--- src/rtl/hamming_pkg.sv ---
// Shared Hamming(7,4) definitions: widths, FIFO occupancy encoding and the
// parity/encode/syndrome functions reused by the downstream decoder.
package hamming_pkg;
  localparam int DATA_W = 4;
  localparam int CODE_W = 7;

  typedef enum logic [1:0] {EMPTY = 2'd0, ONE = 2'd1, TWO = 2'd2} occ_t;

  typedef struct packed {
    logic              flip;
    logic [CODE_W-1:0] code;
  } fifo_ent_t;

  // Parity bits returned as {c6, c5, c3}.
  function automatic logic [2:0] hamming_parity(input logic [DATA_W-1:0] d);
    return {d[3] ^ d[2] ^ d[0], d[3] ^ d[1] ^ d[0], d[2] ^ d[1] ^ d[0]};
  endfunction

  function automatic logic [CODE_W-1:0] hamming_encode(input logic [DATA_W-1:0] d);
    logic [2:0] p;
    p = hamming_parity(d);
    return {p[2], p[1], d[3], p[0], d[2], d[1], d[0]};
  endfunction

  // Syndrome {s2, s1, s0}; zero for every unmodified codeword.
  function automatic logic [2:0] hamming_syndrome(input logic [CODE_W-1:0] c);
    return {c[3] ^ c[2] ^ c[1] ^ c[0],
            c[5] ^ c[4] ^ c[1] ^ c[0],
            c[6] ^ c[4] ^ c[2] ^ c[0]};
  endfunction
endpackage

--- src/rtl/hamming_encoder_stream_if.sv ---
// Stream interface: nibble + error-injection request in, codeword out.
interface hamming_encoder_stream_if;
  import hamming_pkg::*;
  logic              in_valid;
  logic              in_ready;
  logic [DATA_W-1:0] in_data;
  logic              inj_en;
  logic [2:0]        inj_pos;
  logic              out_valid;
  logic              out_ready;
  logic [CODE_W-1:0] out_code;

  modport master (output in_valid, in_data, inj_en, inj_pos, out_ready,
                  input  in_ready, out_valid, out_code);
  modport slave  (input  in_valid, in_data, inj_en, inj_pos, out_ready,
                  output in_ready, out_valid, out_code);
endinterface

--- src/rtl/hamming_enc_core.sv ---
// Combinational Hamming(7,4) encoder core.
module hamming_enc_core
  import hamming_pkg::*;
(
  input  logic [DATA_W-1:0] data,
  output logic [CODE_W-1:0] code
);
  assign code = hamming_encode(data);
endmodule

--- src/rtl/hamming_encoder_stream.sv ---
// Streaming Hamming(7,4) encoder with single-bit error injection, a 2-entry
// output FIFO and saturating delivery counters.
module hamming_encoder_stream
  import hamming_pkg::*;
(
  input  logic                     clk,
  input  logic                     reset,
  hamming_encoder_stream_if.slave  s,
  output logic [15:0]              word_count,
  output logic [7:0]               inj_count
);
  logic [CODE_W-1:0] enc_code;
  logic [CODE_W-1:0] flip_mask;
  logic [CODE_W-1:0] one_hot;
  fifo_ent_t         new_ent, ent0, ent1;
  occ_t              state, state_nxt;
  logic              in_ready_q;
  logic              accept, send;

  hamming_enc_core u_enc (.data(s.in_data), .code(enc_code));

  assign one_hot = CODE_W'(1);
  assign accept  = s.in_valid && in_ready_q;
  assign send    = (state != EMPTY) && s.out_ready;

  always_comb begin
    new_ent.flip = s.inj_en && (s.inj_pos != 3'd7);
    flip_mask    = new_ent.flip ? (one_hot << s.inj_pos) : '0;
    new_ent.code = enc_code ^ flip_mask;
  end

  always_comb begin
    state_nxt = state;
    case (state)
      EMPTY:   if (accept) state_nxt = ONE;
      ONE:     if (accept && !send) state_nxt = TWO;
               else if (send && !accept) state_nxt = EMPTY;
      TWO:     if (send) state_nxt = ONE;
      default: state_nxt = EMPTY;
    endcase
  end

  // in_ready is a register held low through reset so nothing is accepted
  // until the first clock after release.
  always_ff @(posedge clk or negedge reset) begin
    if (!reset) begin
      state      <= EMPTY;
      in_ready_q <= 1'b0;
      ent0       <= '0;
      ent1       <= '0;
      word_count <= '0;
      inj_count  <= '0;
    end else begin
      state      <= state_nxt;
      in_ready_q <= (state_nxt != TWO);
      case (state)
        EMPTY:   if (accept) ent0 <= new_ent;
        ONE:     if (accept && send) ent0 <= new_ent;
                 else if (accept) ent1 <= new_ent;
        TWO:     if (send) ent0 <= ent1;
        default: ;
      endcase
      if (send && word_count != 16'hFFFF) word_count <= word_count + 16'd1;
      if (send && ent0.flip && inj_count != 8'hFF) inj_count <= inj_count + 8'd1;
    end
  end

  assign s.in_ready  = in_ready_q;
  assign s.out_valid = (state != EMPTY);
  assign s.out_code  = ent0.code;
endmodule

--- src/flat_wrapper.sv ---
// flat-port wrapper written by rule: the top's interface ports become plain ports
module hamming_encoder_stream_flat import hamming_pkg::*;
  (clk, reset, word_count, inj_count, s_in_valid, s_in_data, s_inj_en, s_inj_pos, s_out_ready, s_in_ready, s_out_valid, s_out_code);
  hamming_encoder_stream_if s_i ();
  input  logic clk;
  input  logic reset;
  output logic [15:0] word_count;
  output logic [7:0] inj_count;
  input wire logic [$bits(s_i.in_valid)-1:0] s_in_valid;
  input wire logic [$bits(s_i.in_data)-1:0] s_in_data;
  input wire logic [$bits(s_i.inj_en)-1:0] s_inj_en;
  input wire logic [$bits(s_i.inj_pos)-1:0] s_inj_pos;
  input wire logic [$bits(s_i.out_ready)-1:0] s_out_ready;
  output wire logic [$bits(s_i.in_ready)-1:0] s_in_ready;
  output wire logic [$bits(s_i.out_valid)-1:0] s_out_valid;
  output wire logic [$bits(s_i.out_code)-1:0] s_out_code;
  assign s_i.in_valid = s_in_valid;
  assign s_i.in_data = s_in_data;
  assign s_i.inj_en = s_inj_en;
  assign s_i.inj_pos = s_inj_pos;
  assign s_i.out_ready = s_out_ready;
  assign s_in_ready = s_i.in_ready;
  assign s_out_valid = s_i.out_valid;
  assign s_out_code = s_i.out_code;
  hamming_encoder_stream u_core (.clk(clk), .reset(reset), .s(s_i), .word_count(word_count), .inj_count(inj_count));
endmodule
--- config.mk ---
export PLATFORM = sky130hd
export DESIGN_NAME = hamming_encoder_stream_flat
export DESIGN_NICKNAME = d
export VERILOG_FILES = /design/src/rtl/hamming_pkg.sv /design/src/rtl/hamming_encoder_stream_if.sv /design/src/rtl/hamming_enc_core.sv /design/src/rtl/hamming_encoder_stream.sv /design/src/flat_wrapper.sv
export SDC_FILE = /design/constraint.sdc
export NUM_CORES = 1
export LEC_CHECK = 0
export BUFFER_PORTS_ARGS = -buffer_cell sky130_fd_sc_hd__buf_4
export CAP_MARGIN = 20
export CORE_MARGIN = 1
export CORE_UTILIZATION = 35
export CTS_CLUSTER_DIAMETER = 50
export DETAILED_ROUTE_END_ITERATION = 6
export PLACE_DENSITY_LB_ADDON = 0.3
export SLEW_MARGIN = 20
export SYNTH_ARGS = -nofsm -noshare
export SYNTH_HDL_FRONTEND = slang
export SYNTH_SLANG_ARGS = --single-unit
--- constraint.sdc ---
create_clock -name clk -period 2.14 [get_ports clk]
set_input_delay 0.214 -clock clk [delete_from_list [all_inputs] [get_ports clk]]
set_output_delay 0.214 -clock clk [all_outputs]
set_load 0.1 [all_outputs]
Word level (Yosys, flattened, before mapping)
Index checks and enable logic that the tools add are counted.
{ "word_totals": {"wordCells": 54, "rom_bits": 0, "latchBits": 0, "ram_bits": 0, "out_inout_bits": 33, "reg_bits": 43, "mem_count": 0} }
{ "op_classes": {"n_eq_ne": 9, "n_mul": 0, "magnitude_cmp": 0, "n_addsub": 2, "n_bitwise": 8, "div": 0, "shift": 1, "reduce_logical": 16, "n_mux": 10} }
{ "ops": {"columns": ["operator", "count"], "rows": [
  ["2-to-1 mux 8 bit", 3],
  ["one-hot mux 8 bit (3 select lines)", 1],
  ["adder 16 x 1 -> 16 bit, second input constant", 1],
  ["!= test 16 bit, second input constant", 1],
  ["logical AND 1 bit", 9],
  ["adder 8 x 1 -> 8 bit, second input constant", 1],
  ["2-to-1 mux 2 bit", 4],
  ["!= test 8 bit, second input constant", 1],
  ["2-to-1 mux 7 bit", 1],
  ["<< shifter 1 x 3 -> 7 bit, first input constant", 1],
  ["bitwise XOR 7 bit", 1],
  ["!= test 2 x 1 -> 1 bit, second input constant", 3],
  ["one-hot mux 2 bit (3 select lines)", 1],
  ["bitwise XOR 1 bit", 6],
  ["AND reduction 4 bit", 1],
  ["!= test 3 bit, second input constant", 1],
  ["AND reduction 3 bit", 1],
  ["nonzero test 3 bit", 1],
  ["equality test 2 x 1 -> 1 bit, second input constant", 1],
  ["equality test 2 bit, second input constant", 1],
  ["zero test 1 bit", 2],
  ["zero test 2 bit", 1],
  ["!= test 2 bit, second input constant", 1],
  ["nonzero test 2 bit", 1],
  ["inverter 1 bit", 1]
]} }

Depth between registers and ports, before layout
Gate-level depths: netlist of run 1.
{ "logic_depth": {"word_depth": 7, "ltp_mapped": 6, "depth_no_buf": 5} }

By module
Synthesis of run 1 repeated with hierarchy kept, for this count alone.
{ "unflattened": {"hier_cells": 204, "area_unflattened_um2": 2324.7} }
{ "modules_own_cells": {"columns": ["module", "instances", "cells_each", "area_per_inst_um2", "seq_area_each_um2"], "rows": [
  ["hamming_encoder_stream", 1, 197, 2223.4, 1076.0],
  ["hamming_enc_core", 1, 7, 101.3, 0.0]
]} }

Least setup slack after synthesis of run 1
No wires, ideal clock.
{ "synth_timing": {"path_kind": "flip-flop to flip-flop", "start": "register u_core.word_count[0]", "end": "register u_core.word_count[1]", "slack_ns": -0.295, "path_stages_with_launch": 5, "synth_period_minus_slack_ns": 2.435, "arrival_time_ns": 2.309, "t_required_ns": 2.014, "setup_ns": 0.126, "cell_sequence": "dfrtp_1 > ha_1 > nand3_1 > o41ai_4 > mux2_4"} }
{ "synth_between": {"elab_chain_cells": 2, "word_cells_on_any_way": 3} }
{ "synth_rtl": {"columns": ["element", "line", "rtl"], "rows": [
  ["from (decl)", "hamming_encoder_stream.sv:9", "output logic [15:0] word_count,"],
  ["from (signal assigned)", "hamming_encoder_stream.sv:63", "if (send && word_count != 16'hFFFF) word_count <= word_count + 16'd1;"],
  ["branches (longest 2 deep; another with adder 16 x 1 -> 16 bit)", null, null]
]} }
Several ways; the timed one is not identified.
A chain may end at the register's enable or synchronous reset.

Worst setup path after layout of run 1
Ends and elaborated chain as after synthesis.

==> results of run 1 <==
-- sequential cells by signal, summed over array words and instances, names as in the netlist --
register,flops
u_core.ent1,8
u_core.s.out_code,7
u_core.inj_count,8
u_core.ent0,1
u_core.word_count,16
u_core.s.in_ready,1
u_core.state,2
-- stage by stage --
stage                     util (%)  setup TNS [ps]  hold WS (ps)
after global placement       43.25               0         241.9
after CTS                    44.88               0         115.3
after detailed placement     43.25               0         241.7
final                        44.88               0         130.3
after floorplan                  -          -32.87        -81.59
after global routing         44.88               0         127.6
-- cells in the final DEF (no fill, tap or decap), types with 2 or more instances in the layout --
| master | count |
|---|---|
| nand4b_1 | 3 |
| a21oi_1 | 20 |
| nand4_1 | 6 |
| dfrtp_1 | 28 |
| nand2_1 | 12 |
| nor2_1 | 27 |
| o21ai_0 | 2 |
| xnor3_1 | 3 |
| dfrtp_2 | 15 |
| and3_1 | 2 |
| clkbuf_8 | 5 |
| nand3_1 | 10 |
| xnor2_1 | 10 |
| nand2b_1 | 2 |
| xor2_1 | 17 |
| ha_1 | 2 |
| buf_4 | 45 |
| clkinvlp_4 | 2 |
| nor4_1 | 2 |
| and4_1 | 2 |
| nor4bb_1 | 2 |
| inv_1 | 2 |
| nor3_1 | 6 |
| mux2_2 | 10 |
-- how the worst min path moves through the flow --
stage                            from                               to  depth (start not counted)
final                     s_out_ready        u_core.state[1]$_DFF_PN0_                          2
after global routing      s_out_ready        u_core.state[1]$_DFF_PN0_                          2
after CTS                 s_out_ready        u_core.state[1]$_DFF_PN0_                          2
after detailed placement        reset  u_core.inj_count[4]$_DFFE_PN0P_                          1
after global placement          reset  u_core.inj_count[4]$_DFFE_PN0P_                          1
after floorplan                 reset       u_core.ent0[7]$_DFFE_PN0P_                          0
-- cell usage after synthesis, types with 3 or more instances --
library cell	n	share of area [%]
nand4_1	6	1.7
xor2_1	17	6.6
nand3_1	10	2.2
buf_4	7	2.3
nand4b_1	3	1.2
nor2_1	27	4.5
nor3_1	6	1.3
xnor3_1	3	3.0
dfrtp_1	43	48
xnor2_1	10	3.9
mux2_2	10	5.0
a21oi_1	20	4.4
nand2_1	12	2.0
-- final cells by class --
class,instances,area (um2)
clock buffers,5,68.82
clock inverters,3,20.02
fillers,609,3341
inverters,2,7.507
multi-input cells,153,1087
flip-flops and latches,43,1095
well taps,75,93.84
repair buffers,46,347.8
-- report_power, final --
part           internal (mW)  switching [mW]  total, mW
Combinational          0.550            1.68       2.23
Sequential              1.09           0.242       1.33
Clock                  0.227           0.283      0.510
Total                   1.87            2.20       4.07
-- layer usage --
metal / global-route usage, % / wire length (um) / vias to the layer above
met5: 0 / 0 / -
li1: - / - / 823
met3: 3.736 / 188 / 7
met2: 23.14 / 1964 / 34
met1: 18.87 / 2129 / 785
met4: 5.789 / 67 / 0
-- cell families after synthesis --
group,count (synthesis)
and+or+nand+nor,80
DFF,43
AOI/OAI and AO/OA,30
xor gates and xnor gates,30
buffers and inverters,14
muxes,11
adders and majority gates,2
-- critical path, cell delays in order, from the launching register on --
cell and delay (ps):
dfrtp_2 410, ha_1 210, nand3_1 200, o41ai_4 550, mux2_4 340
==> metrics.csv, run 1 <==
stage;metric;value;unit
logic_synthesis;Synth Instances;210;
clocking;clock-pin transition on the worst setup and hold timing paths;80;ps
grt;antenna violations before repair;0;
logic_synthesis;post-synth net total;224;
place;DP Worst Slack;333.0;ps
worst_setup_path;Req. time, crit path;2320;ps
logic_synthesis;Synth Area in XOR/XNOR;13.50;%
worst_setup_path;Critical Path Start Type;flip-flop;
logic_synthesis;Synth async-reset ratio;100.0;%
worst_setup_path;CP startpoint;u_core.word_count[0]$_DFFE_PN0P_;
timing;Final Hold Viols;0;
drt;routed len/inst;13.30;um
clocking;post-cts hold buffer count;1;
drt;DR iter-0 viols;63;
logic_synthesis;register bit total from synthesis;43;
logic_synthesis;EDFF count, synth;0;
logic_synthesis;Yosys Warn Count;0;
worst_setup_path;reg-to-reg slack, setup;330;ps
worst_setup_path;critical path peak fanout;7;
drt;Via density;5.043;
pwr;total power draw;4.071;mW
timing;Setup violations, final;0;
logic_synthesis;Synth Area in Adders;1.111;%
logic_synthesis;largest family of logic cells by synthesized area;simple AND/OR/NAND/NOR gates;
logic_synthesis;Main synth FF type;dfrtp_1;
clocking;CTS tree;built;
final_layout;Nets;265;
drt;DRC;0;
timing;Max Fclk;0.5520;GHz
drt;via count;1649;
worst_setup_path;crit path capture;u_core.word_count[1]$_DFFE_PN0P_;
run;max-cap viol count;0;
worst_setup_path;WP data arrival;2000;ps
grt;total gr overflow;0;
clocking;H-tree depth;2;
worst_setup_path;Crit Path Category;flip-flop to flip-flop;
worst_hold_path;HP Class;input port to flip-flop;
place;GP Congestion;0.7488;
clocking;latest clock arrival within the worst-skew pair;290;ps
place;post-DP HPWL;3093;um
logic_synthesis;Synth Area in Compound Gates;8.722;%
grt;largest net degree at the start of global routing;44;
grt;first-pass GRT wire length;7493;um
clocking;CTS Root Cell;clkbuf_8;
clocking;# clock sinks;43;
place;I/O Buffers;44;
timing;unrepaired setup endpoints after global routing;false;
place;DP Area;0.002621;mm2
floorplanning;Core ar.;0.006061;mm2
worst_setup_path;r2r endpoint;u_core.word_count[1]$_DFFE_PN0P_;
logic_synthesis;Post-Syn Area;0.002252;mm2
final_layout;Area growth, synth to finish;20.78;%
clocking;setup bufs post-CTS;0;
worst_setup_path;CP endpoint kind;flip-flop;
floorplanning;total die area;0.006759;mm2
timing;Tcrit/Tclk final;84.66;%
logic_synthesis;register area share after synthesis;47.78;%
clocking;post-cts sizing count;0;
final_layout;non-filler cells, final;327;
logic_synthesis;Post-Synth Simple-Gate Area;19.28;%
timing;clk_skew;6.485;ps
floorplanning;Die Span Y;82.22;um
pwr;worst vdd ir;1284;uV
place;dpl cells;318;
drt;Initial DRT Pass Iterations;4;
timing;crit path time final;1812;ps
run_status;status;finished clean;
final_layout;number of diodes;0;
floorplanning;die width;82.22;um
logic_synthesis;syn avg cell area;10.72;um2
timing;Slew headroom;58.49;%
grt;GRT Overall Usage;14.56;%
grt;vias in the first global route;1623;
pwr;Power Density;1497;mW/mm2
final_layout;layout cells sized above 1;34.13;%
timing;Max Transition Viols Final;0;
drt;DRT antenna net count;0;
clocking;Max clock buf depth;2;
final_layout;Design Area, Final;0.002720;mm2
logic_synthesis;mux cell area share after synthesis;5.667;%
floorplanning;FP Rows;28;
worst_setup_path;Reg2Reg Depth;4;
logic_synthesis;Synth cell types;41;
floorplanning;Starting Density;37.16;%
worst_setup_path;Critical R2R Launch;u_core.word_count[0]$_DFFE_PN0P_;
pwr;P_leak;1.272;nW
clocking;TritonCTS buffer count;5;
timing;final worst setup slack;328.3;ps
floorplanning;# IOs;45;
timing;Slew @ Worst Pin;622.7;ps
drt;WL final;4350;um
Note: power is estimated with default switching activity, not from simulation.
==> run 2, diff against run 1 <==
Settings changed: ABC_AREA set to 1.
Clock period 2.14 ns to 1.65 ns, I/O delays scaled along.
==> metrics.csv, run 2 <==
stage;metric;value;unit
floorplanning;# IOs;45;
floorplanning;FP Rows;31;
worst_setup_path;CP endpoint kind;flip-flop;
logic_synthesis;register area share after synthesis;41.09;%
logic_synthesis;Post-Syn Area;0.002619;mm2
worst_setup_path;WP data arrival;1750;ps
logic_synthesis;post-synth net total;383;
timing;unrepaired setup endpoints after global routing;false;
pwr;Power Density;1748;mW/mm2
clocking;CTS Root Cell;clkbuf_8;
timing;Max Fclk;0.6559;GHz
place;GP Congestion;0.8559;
final_layout;commonest non-fill, non-tap cell in the layout;nand2_1;
grt;first-pass GRT wire length;9991;um
drt;Via density;4.584;
logic_synthesis;Main synth FF type;dfrtp_1;
logic_synthesis;area share of the largest cell type after synthesis;41.09;%
drt;DRC;0;
final_layout;Filler cells;767;
logic_synthesis;Synth cell types;28;
drt;DRT antenna net count;0;
logic_synthesis;syn avg cell area;7.097;um2
worst_setup_path;Crit Path Category;flip-flop to flip-flop;
pwr;worst vdd ir;1113;uV
clocking;latest clock arrival within the worst-skew pair;290;ps
final_layout;Area growth, synth to finish;21.50;%
place;I/O Buffers;44;
final_layout;final core utilization;43.87;%
final_layout;number of diodes;0;
logic_synthesis;Yosys Warn Count;0;
pwr;P_leak;1.605;nW
drt;DR iter-0 viols;70;
timing;Final Hold Viols;0;
floorplanning;Starting Density;36.10;%
clocking;setup bufs post-CTS;0;
logic_synthesis;Synth area leaders;dfrtp_1 (41%), nand2_1 (22%), nand3_1 (5.0%);
place;post-DP HPWL;4167;um
clocking;post-cts sizing count;0;
logic_synthesis;area leader, netlist;dfrtp_1;
final_layout;max reg flops;16;
clocking;H-tree depth;2;
grt;vias in the first global route;2173;
clocking;clock-pin transition on the worst setup and hold timing paths;80;ps
logic_synthesis;EDFF count, synth;0;
drt;Initial DRT Pass Iterations;4;
floorplanning;Die Span Y;88.50;um
worst_setup_path;critical path peak fanout;18;
final_layout;largest register by flop count;u_core.word_count;
timing;setup total negative slack;0;ps
logic_synthesis;register bit total from synthesis;43;
drt;WL final;5623;um
floorplanning;total die area;0.007832;mm2
drt;routed len/inst;10.98;um
floorplanning;die width;88.50;um
run;max-cap viol count;0;
worst_hold_path;HP Class;input port to flip-flop;
grt;largest net degree at the start of global routing;44;
clocking;Max clock buf depth;2;
worst_setup_path;Req. time, crit path;1870;ps
worst_hold_path;Hold Path Cell Cnt;4;
worst_setup_path;Reg2Reg Depth;10;
final_layout;Sequential cell area;0.001127;mm2
timing;crit path time final;1525;ps
final_layout;Nets;426;
logic_synthesis;Synth async-reset ratio;100.0;%
clocking;CTS tree;built;
timing;Slew headroom;63.55;%
final_layout;layout cells sized above 1;24.70;%
grt;antenna violations before repair;0;
clocking;TritonCTS buffer count;5;
timing;Setup violations, final;0;
logic_synthesis;cell with the most instances after synthesis;nand2_1;
worst_setup_path;Critical Path Start Type;flip-flop;
grt;GRT Overall Usage;16.12;%
floorplanning;Core ar.;0.007253;mm2
timing;Max Transition Viols Final;0;
final_layout;most frequent cells in the layout;nand2_1 (153), buf_4 (47), inv_1 (34);
timing;Tcrit/Tclk final;92.40;%
grt;total gr overflow;0;
run_status;status;finished clean;
timing;Slew @ Worst Pin;546.8;ps
timing;clk_skew;10.52;ps
logic_synthesis;most frequent cells after synthesis;nand2_1 (153), dfrtp_1 (43), inv_1 (34);
drt;via count;2347;
final_layout;biggest regs;u_core.word_count (16), u_core.ent1 (8), u_core.inj_count (8);
clocking;# clock sinks;43;
logic_synthesis;Synth Instances;369;
final_layout;area of the multi-input gates;0.001325;mm2
-- run 2: changes by cell type after synthesis, sizes merged, moves of 8 or more --
cell / delta
inv: +38
mux2: -11
nand3: +17
xor2: -11
a21oi: -15
o21ai: +12
nand2: +147
nor2: +8
-- run 2: logic make-up after synthesis --
logic type | Yosys count | share of synthesized area [%]
adder cells (fa/ha/maj) | 2 | 0.9554
buffers and inverters | 53 | 9.460
XOR/XNOR | 15 | 5.017
AO/OA/AOI/OAI | 27 | 6.116
flip-flops | 43 | 41.09
AND/OR/NAND/NOR | 229 | 37.36
-- run 2: cell type report --
type | count | share of cell area, %
Multi-Input combinational cell | 273 | 41.64
Sequential cell | 43 | 35.43
Clock buffer | 6 | 2.281
Timing Repair Buffer | 48 | 11.40
Inverter | 41 | 4.955
Clock inverter | 2 | 0.3932
Tap cell | 99 | 3.893
-- run 2: path summary, 6_finish.rpt --
kind	end	slack (ps)	startpoint
setup reg to reg	u_core.word_count[3]$_DFFE_PN0P_	130	u_core.word_count[1]$_DFFE_PN0P_
min in group asynchronous	u_core.word_count[6]$_DFFE_PN0P_	400	reset
max in group asynchronous	u_core.word_count[1]$_DFFE_PN0P_	830	reset
hold / removal	u_core.state[0]$_DFF_PN0_	140	s_in_valid
setup / recovery	u_core.word_count[3]$_DFFE_PN0P_	130	u_core.word_count[1]$_DFFE_PN0P_
hold reg to reg	u_core.s.out_code[5]$_DFFE_PN0P_	490	u_core.s.out_code[5]$_DFFE_PN0P_
-- run 2: what timing repair did --
action                                  in CTS  in global routing
endpoints found under the hold margin       43                  0
hold buffers                                 1                  0
endpoints found under the setup margin       0                  0
-- run 2: where the power goes --
part / total, mW / switching [mW] / internal (mW)
combinational: 3.15 / 2.41 / 0.740
clock: 0.667 / 0.370 / 0.297
sequential: 1.75 / 0.310 / 1.44
total: 5.56 / 3.09 / 2.47
-- run 2: stage by stage --
stage / setup WS, ps / cell area, um2 / total power, mW / hold slack, ps / instances
after floorplan: -0.4905 / 2700 / 4.386 / -130.6 / 369
after global placement: 162.0 / 3087 / 4.893 / 199.3 / 503
after detailed placement: 129.4 / 3087 / 4.933 / 208.9 / 503
after CTS: 109.3 / 3182 / 5.623 / 130.3 / 512
after global routing: 13.45 / 3182 / 5.938 / 127.9 / 512
final: 125.4 / 3182 / 5.562 / 143.5 / 512
-- run 2: worst max-delay path, cell delays in order (launching register included) --
cell	delay, ps
dfrtp_4	520
ha_4	190
nand3_2	90
inv_2	60
nand2_4	70
clkinv_2	60
nand2_4	90
nand2_8	100
inv_4	160
nand2_1	70
nand2_1	60
-- run 2: routing by layer --
metal / vias to the layer above / share of wire [%] / track usage (%)
met2: 50 / 48 / 26.85
met3: 6 / 3.5 / 2.892
met5: - / 0 / 0
met4: 0 / 0.92 / 4.545
li1: 1224 / - / -
met1: 1067 / 48 / 21.48
